`src/rtl/fpu_req_issue_queue_pkg.sv`:
```
// Shared types for the FPU request issue queue: core op/rounding encodings,
// issue FSM states and the packed request record.
package fpu_req_issue_queue_pkg;

  typedef enum logic [2:0] {
    FPU_ADD  = 3'd0,
    FPU_SUB  = 3'd1,
    FPU_MUL  = 3'd2,
    FPU_DIV  = 3'd3,
    FPU_SQRT = 3'd4,
    FPU_MIN  = 3'd5,
    FPU_MAX  = 3'd6,
    FPU_CMP  = 3'd7
  } fpu_op_t;

  typedef enum logic [1:0] {
    RND_RNE = 2'd0,
    RND_RTZ = 2'd1,
    RND_RUP = 2'd2,
    RND_RDN = 2'd3
  } fpu_rnd_t;

  typedef enum logic [1:0] {
    IDLE  = 2'd0,
    ISSUE = 2'd1,
    WAIT  = 2'd2,
    RESP  = 2'd3
  } fpu_issue_state_t;

  localparam int FPU_REQ_FP_W = 32;

  typedef struct packed {
    fpu_op_t                 op;
    fpu_rnd_t                rmode;
    logic [FPU_REQ_FP_W-1:0] a;
    logic [FPU_REQ_FP_W-1:0] b;
  } fpu_req_t;

  // Flattened request width for an arbitrary operand width (op, rmode, a, b).
  function automatic int fpu_req_width(input int fp_w);
    return 3 + 2 + 2 * fp_w;
  endfunction

endpackage

```
`src/rtl/fpu_req_fifo.sv`:
```
// Synchronous FIFO with registered occupancy; pushes while full and pops
// while empty are ignored so callers cannot corrupt the pointers.
module fpu_req_fifo #(
  parameter int DEPTH = 4,
  parameter int WIDTH = 8
) (
  input  logic                         clk,
  input  logic                         rst,
  input  logic                         push,
  input  logic                         pop,
  input  logic [WIDTH-1:0]             wdata,
  output logic [WIDTH-1:0]             rdata,
  output logic                         full,
  output logic                         empty,
  output logic [$clog2(DEPTH+1)-1:0]   count
);

  localparam int PTR_W = $clog2(DEPTH);
  localparam int CNT_W = $clog2(DEPTH+1);

  logic [WIDTH-1:0] mem_q [DEPTH];
  logic [PTR_W-1:0] wr_ptr_q, wr_ptr_d;
  logic [PTR_W-1:0] rd_ptr_q, rd_ptr_d;
  logic [CNT_W-1:0] count_q, count_d;
  logic             do_push;
  logic             do_pop;

  assign full    = (count_q == CNT_W'(DEPTH));
  assign empty   = (count_q == '0);
  assign count   = count_q;
  assign rdata   = mem_q[rd_ptr_q];
  assign do_push = push & ~full;
  assign do_pop  = pop & ~empty;

  // DEPTH is a power of two, so the pointers wrap by plain overflow.
  always_comb begin
    wr_ptr_d = wr_ptr_q;
    rd_ptr_d = rd_ptr_q;
    count_d  = count_q;
    if (do_push) wr_ptr_d = wr_ptr_q + PTR_W'(1);
    if (do_pop)  rd_ptr_d = rd_ptr_q + PTR_W'(1);
    case ({do_push, do_pop})
      2'b10:   count_d = count_q + CNT_W'(1);
      2'b01:   count_d = count_q - CNT_W'(1);
      default: count_d = count_q;
    endcase
  end

  always_ff @(posedge clk) begin
    if (rst) begin
      wr_ptr_q <= '0;
      rd_ptr_q <= '0;
      count_q  <= '0;
    end else begin
      wr_ptr_q <= wr_ptr_d;
      rd_ptr_q <= rd_ptr_d;
      count_q  <= count_d;
    end
  end

  always_ff @(posedge clk) begin
    if (do_push) mem_q[wr_ptr_q] <= wdata;
  end

endmodule

```
`src/rtl/fpu_req_issue_queue.sv`:
```
// Queues FPU requests, issues them one at a time to the core with a one-cycle
// start strobe, and returns results (or a forced timeout) on a response port.
module fpu_req_issue_queue
  import fpu_req_issue_queue_pkg::*;
#(
  parameter int FP_WIDTH       = 32,
  parameter int DEPTH          = 4,
  parameter int TIMEOUT_CYCLES = 64
) (
  input  logic                        clk,
  input  logic                        rst,
  input  logic                        req_valid,
  output logic                        req_ready,
  input  logic [2:0]                  req_op,
  input  logic [1:0]                  req_rmode,
  input  logic [FP_WIDTH-1:0]         req_a,
  input  logic [FP_WIDTH-1:0]         req_b,
  output logic                        fpu_start,
  output logic [2:0]                  fpu_op,
  output logic [1:0]                  fpu_rmode,
  output logic [FP_WIDTH-1:0]         fpu_a,
  output logic [FP_WIDTH-1:0]         fpu_b,
  input  logic                        fpu_ready,
  input  logic [FP_WIDTH-1:0]         fpu_result,
  output logic                        rsp_valid,
  input  logic                        rsp_ready,
  output logic [2:0]                  rsp_op,
  output logic [FP_WIDTH-1:0]         rsp_result,
  output logic                        rsp_timeout,
  output logic [$clog2(DEPTH+1)-1:0]  count
);

  localparam int REQ_W = fpu_req_width(FP_WIDTH);
  localparam int TMR_W = $clog2(TIMEOUT_CYCLES);

  fpu_issue_state_t    state_q, state_d;
  logic [TMR_W-1:0]    timer_q, timer_d;
  fpu_op_t             op_q, op_d;
  fpu_rnd_t            rmode_q, rmode_d;
  logic [FP_WIDTH-1:0] a_q, a_d;
  logic [FP_WIDTH-1:0] b_q, b_d;
  fpu_op_t             rsp_op_q, rsp_op_d;
  logic [FP_WIDTH-1:0] rsp_result_q, rsp_result_d;
  logic                rsp_timeout_q, rsp_timeout_d;

  logic                fifo_push;
  logic                fifo_pop;
  logic                fifo_full;
  logic                fifo_empty;
  logic [REQ_W-1:0]    fifo_wdata;
  logic [REQ_W-1:0]    fifo_rdata;
  logic [2:0]          head_op;
  logic [1:0]          head_rmode;
  logic [FP_WIDTH-1:0] head_a;
  logic [FP_WIDTH-1:0] head_b;

  // Ready comes only from the registered occupancy, so a same-cycle pop never frees a slot.
  assign req_ready  = ~fifo_full;
  assign fifo_push  = req_valid & req_ready;
  assign fifo_wdata = {req_op, req_rmode, req_a, req_b};

  assign head_op    = fifo_rdata[REQ_W-1 -: 3];
  assign head_rmode = fifo_rdata[REQ_W-4 -: 2];
  assign head_a     = fifo_rdata[2*FP_WIDTH-1 -: FP_WIDTH];
  assign head_b     = fifo_rdata[FP_WIDTH-1:0];

  fpu_req_fifo #(
    .DEPTH (DEPTH),
    .WIDTH (REQ_W)
  ) u_fifo (
    .clk   (clk),
    .rst   (rst),
    .push  (fifo_push),
    .pop   (fifo_pop),
    .wdata (fifo_wdata),
    .rdata (fifo_rdata),
    .full  (fifo_full),
    .empty (fifo_empty),
    .count (count)
  );

  always_comb begin
    state_d       = state_q;
    timer_d       = timer_q;
    op_d          = op_q;
    rmode_d       = rmode_q;
    a_d           = a_q;
    b_d           = b_q;
    rsp_op_d      = rsp_op_q;
    rsp_result_d  = rsp_result_q;
    rsp_timeout_d = rsp_timeout_q;
    fifo_pop      = 1'b0;

    case (state_q)
      IDLE: begin
        if (!fifo_empty) begin
          fifo_pop = 1'b1;
          state_d  = ISSUE;
        end
      end
      ISSUE: begin
        state_d = WAIT;
        timer_d = '0;
      end
      WAIT: begin
        if (fpu_ready) begin
          rsp_op_d      = op_q;
          rsp_result_d  = fpu_result;
          rsp_timeout_d = 1'b0;
          state_d       = RESP;
        end else if (timer_q == TMR_W'(TIMEOUT_CYCLES-1)) begin
          rsp_op_d      = op_q;
          rsp_result_d  = '0;
          rsp_timeout_d = 1'b1;
          state_d       = RESP;
        end else begin
          timer_d = timer_q + TMR_W'(1);
        end
      end
      RESP: begin
        if (rsp_ready) begin
          if (!fifo_empty) begin
            fifo_pop = 1'b1;
            state_d  = ISSUE;
          end else begin
            state_d = IDLE;
          end
        end
      end
      default: state_d = IDLE;
    endcase

    // Operands to the core only change when a new request is popped into ISSUE.
    if (fifo_pop) begin
      op_d    = fpu_op_t'(head_op);
      rmode_d = fpu_rnd_t'(head_rmode);
      a_d     = head_a;
      b_d     = head_b;
    end
  end

  always_ff @(posedge clk) begin
    if (rst) begin
      state_q       <= IDLE;
      timer_q       <= '0;
      op_q          <= FPU_ADD;
      rmode_q       <= RND_RNE;
      a_q           <= '0;
      b_q           <= '0;
      rsp_op_q      <= FPU_ADD;
      rsp_result_q  <= '0;
      rsp_timeout_q <= 1'b0;
    end else begin
      state_q       <= state_d;
      timer_q       <= timer_d;
      op_q          <= op_d;
      rmode_q       <= rmode_d;
      a_q           <= a_d;
      b_q           <= b_d;
      rsp_op_q      <= rsp_op_d;
      rsp_result_q  <= rsp_result_d;
      rsp_timeout_q <= rsp_timeout_d;
    end
  end

  assign fpu_start   = (state_q == ISSUE);
  assign rsp_valid   = (state_q == RESP);
  assign fpu_op      = op_q;
  assign fpu_rmode   = rmode_q;
  assign fpu_a       = a_q;
  assign fpu_b       = b_q;
  assign rsp_op      = rsp_op_q;
  assign rsp_result  = rsp_result_q;
  assign rsp_timeout = rsp_timeout_q;

endmodule
```
`config.mk`:
```
export PLATFORM = sky130hd
export DESIGN_NAME = fpu_req_issue_queue
export DESIGN_NICKNAME = d
export VERILOG_FILES = /design/src/rtl/fpu_req_issue_queue_pkg.sv /design/src/rtl/fpu_req_fifo.sv /design/src/rtl/fpu_req_issue_queue.sv
export SDC_FILE = /design/constraint.sdc
export NUM_CORES = 1
export LEC_CHECK = 0
export ABC_AREA = 1
export CELL_PAD_IN_SITES_DETAIL_PLACEMENT = 1
export CELL_PAD_IN_SITES_GLOBAL_PLACEMENT = 2
export CORE_MARGIN = 10
export CORE_UTILIZATION = 32
export DETAILED_ROUTE_END_ITERATION = 10
export PLACE_DENSITY = 0.8
export SLEW_MARGIN = 20
export SYNTH_ARGS = -nofsm -noshare
export SYNTH_HDL_FRONTEND = slang
export SYNTH_HIERARCHICAL = 1
export SYNTH_SLANG_ARGS = --single-unit
export TNS_END_PERCENT = 5
```
`constraint.sdc`:
```
create_clock -name clk -period 4.3 [get_ports clk]
set_input_delay 0.86 -clock clk [delete_from_list [all_inputs] [get_ports clk]]
set_output_delay 0.86 -clock clk [all_outputs]
set_load 0.01 [all_outputs]
```
==> results by stage <==
Run status:
- The flow ran to the end, and the final reports show no timing, DRC or antenna violations.

Worst setup path:
- The category of the most critical setup path is reg2out.
- The biggest cell delay along the critical path is around 0.54 ns.
- The worst path arrival time is ~1.8 ns.
- Along the worst path, the maximum fanout reaches 4.
- For the worst setup path, the data required time is ~3.4 ns.
- The slowest cell on the critical path is clkdlybuf4s50_1.
- The critical path launch point type is a flip-flop.
- The signal on the critical path passes through nor2_1 > nand2_1 > inv_1 > inv_1 > clkdlybuf4s50_1.
- In this design, the critical path's most frequently occurring cell is inv_1.
- The capturing element type of the critical path is an output port.

Cells and area:
- After the last flow step, the layout net total stands at between 1500 and 2000.
- The area growth from synthesis to layout is 26.96%.
- The number of filler instances in the final layout is between 4000 and 5000.
- The share of post-route cells with drive strength above 1 is 0.06754.
- After the flow finishes, the layout carries non-filler instances totaling 2134.

Place:
- The number of placed cells counting well taps is 2051.
- The post-place setup slack is roughly 1.1 ns.
- Port buffering added around 220 buffers.
- Routability-driven placement finished with a final weighted congestion of just over 0.7.
- After legalization and detailed placement, the total HPWL measured about 25 mm.

Power and ir drop:
- The power per cell area is around 600 mW/mm^2.
- The worst-case IR drop observed on VDD is around 0.32 mV.
- The reported leakage power is about 6.5 nW.
- Overall power consumption after layout is estimated at ~0.011 W.

CTS:
- Clock latency on the worst-skew pair, taken at its later pin, is between 0.5 and 0.6 ns.
- Once the clock tree was built, the resizer swapped 0 gates to a different size.
- In this run the clock root is driven by a clkbuf_16.
- The clock-pin slew on the worst setup and hold paths is ~0.06 ns.
- In this run the post-CTS setup repair buffer count came out at 0.
- The clock passes through at most 3 buffers.
- The hold buffer count at cts is 0.
- The clock drives a little under 400 sinks.
- The clock tree from TritonCTS is done.
- The number of H-tree levels is 2.
- The clock buffer count from CTS is between 40 and 50.

STA:
- The highest achievable clock rate is about 370 MHz.
- The final worst clock skew is around 0.024 ns.
- Setup violations remaining at the end of the flow were counted as 0.
- The number of hold violations in the final report was 0.
- The shortest clock period the worst path allows after layout is 2.686 ns.
- The worst hold slack is approximately 0.46 ns.
- Setup repair after global routing left no endpoint under its margin.
- For the pin with the worst max-slew slack, the measured transition is around 0.99 ns.
- In this run the tightest slew margin relative to its limit is 0.3379.
- The final count of pins violating max slew is 0.
- Of the available clock period, the critical path in the final layout requires 0.6246.
- In the post-route analysis, the smallest setup slack over all paths is 1.614 ns.

Routing:
- The remaining routing DRC violations is 0.
- The total number of vias is 10340.
- The routed design has between 40 and 50 mm of wire.
- The number of nets still failing antenna checks after routing is 0.
- After the first detailed-routing iteration, the DRC count stood at between 500 and 600.
- The pre-antenna-repair detailed-routing pass consisted of 4 iterations.
- Using the TritonRoute via totals, the vias-per-cell ratio works out to 4.846.
- After detailed routing, the average wire length per cell comes to roughly 20 um.

Floorplan:
- From bottom edge to top edge, the die measures about 240 um.
- The full die area is ~0.056 mm^2.
- The floorplan step set the die width to about 240 um.
- The count of pins on the block boundary is ~220.
- For this configuration, the core starts out at a cell density of 0.3229.
- The area of the core is 0.04646 mm^2.
- The site row count is 79.

Synth:
- The count of cell types in the netlist is 32.
- The mapped cell area is around 0.015 mm^2.
- For this run, the number of Yosys warnings is 6.
- In this run the mean area of a mapped cell was 11.65 um^2.
- The async set-reset flop share out of synthesis is 0.
- In the synthesized netlist, the number of instances is 1288.
- The number of nets in the synthesized netlist is approximately 1400.
- Yosys mapped a number of flops with a built-in enable equal to between 200 and 300.
- The most instantiated flip-flop cell in the synthesis netlist is edfxtp_1.
- The share of the Yosys chip area taken by registers is 0.7152.
- After synthesis the netlist holds a flip-flop and latch count of ~400.

GRT:
- The via count of the first global-routing pass is between 10000 and 15000.
- The combined global-route utilization of all metal layers is 0.1457.
- The number of antenna violations at the first check in global routing was 9.
- The maximum number of pins on one net before global-route repair is 95.
- The first global-routing pass estimated 64.43 mm of wire.
- After global routing the overflow that remains totals 0.

Hold path:
- The type of the tightest min-delay check is reg2reg.

Job:
- Max-cap violations in this run came to 0.
## kinds of logic (layout without fill, tap and decap cells)
kind of cell | after synthesis | count (layout) | share of synthesized area
buffers and inverters | 121 | 358 | 0.04545
adder cells (fa/ha/maj) | 12 | 12 | 0.01051
AND/OR/NAND/NOR | 429 | 429 | 0.1128
other | 0 | 2 | 0
AO/OA/AOI/OAI | 328 | 328 | 0.1161
flip-flops | 398 | 398 | 0.7152
## through the flow
stage               setup TNS [ns]  instance area [um^2]  utilization
floorplan                   -78.11                 15000            -
global placement                 0                 17600       0.3789
detailed placement               0                 17600       0.3789
CTS                              0                 19040       0.4099
global route                     0                 19040       0.4099
finish                           0                 19050       0.4100
## cell usage after synthesis, drive strengths merged, types with 8 or more instances
library cell / number / area share
o21ai: 215 / 0.072
o22ai: 69 / 0.029
a21oi: 40 / 0.013
inv: 43 / 0.011
nand4: 8 / 0.0033
ha: 11 / 0.0092
nand2: 102 / 0.027
dfxtp: 122 / 0.16
buf: 46 / 0.026
clkbuf: 32 / 0.0083
nand3: 10 / 0.0042
edfxtp: 276 / 0.55
nor2: 306 / 0.078
## area by class of cell
type,count,area [um^2],area share
multi-input combinational,769,3626,0.1904
antenna,2,5.005,0.0002627
clock buffer,65,1251,0.06569
tap,607,759.5,0.03987
clock inverter,16,190.2,0.009984
sequential,398,10740,0.5637
inverter,43,168.9,0.008868
timing repair buffer,234,2310,0.1213
## final timing paths
check	start	endpoint	slack, ns	depth (start not counted)
max	u_fifo/count[1]$_SDFFE_PP0P_	req_ready	1.61	5
max reg2reg	state_q[0]$_SDFFE_PP0P_	flip-flop	1.72	8
min	rsp_result[18]$_SDFFE_PP0P_	rsp_result[18]$_SDFFE_PP0P_	0.46	2
min reg2reg	rsp_result[18]$_SDFFE_PP0P_	rsp_result[18]$_SDFFE_PP0P_	0.46	2
## where the power goes
group          switching, W  internal, W  total (W)
sequential         0.000242      0.00464    0.00488
combinational       0.00183      0.00102    0.00285
clock               0.00149      0.00226    0.00374
total               0.00356      0.00792     0.0115
## cell usage in the layout, fill, tap and decap left out, types with 3 or more instances in the layout
cell             instances
nor2_1                 298
dfxtp_1                120
inv_1                   37
nor2_4                   5
clkbuf_1                15
ha_1                    11
o21ai_1                 59
nand3_1                  9
o22ai_1                 69
clkdlybuf4s50_1        216
clkinv_1                 3
edfxtp_1               276
nand4_1                  8
clkbuf_16               45
clkbuf_8                 5
a21oi_1                 40
buf_4                   17
bufinv_16                4
o21ai_0                156
nand2_1                 98
clkinv_2                 7
nor2_2                   3
## worst max-delay path: cells and delay by family (launching register included)
family | cells | cell delay, ns
buffers and inverters | 3 | 0.67
DFF | 1 | 0.38
and+or+nand+nor | 2 | 0.21
## registers in the layout, indices dropped and copies added, names as in the netlist, named ones only
name	count
state_q	2
fpu_rmode	2
fpu_b	32
rsp_op	3
u_fifo/wr_ptr_q	2
rsp_result	32
rsp_timeout	1
fpu_a	32
u_fifo/rd_ptr_q	2
fpu_op	3
timer_q	6
u_fifo/mem_q	276
u_fifo/count	3
## metal layers
metal  GRT usage  vias to the layer above  wire [um]
met5           0                        -        100
met4     0.04246                       16        729
met3     0.04724                       65       2811
met2      0.2467                      243      20010
met1      0.1735                     5094      18230
li1            -                     4924          -
(Power assumes the default switching activity.)
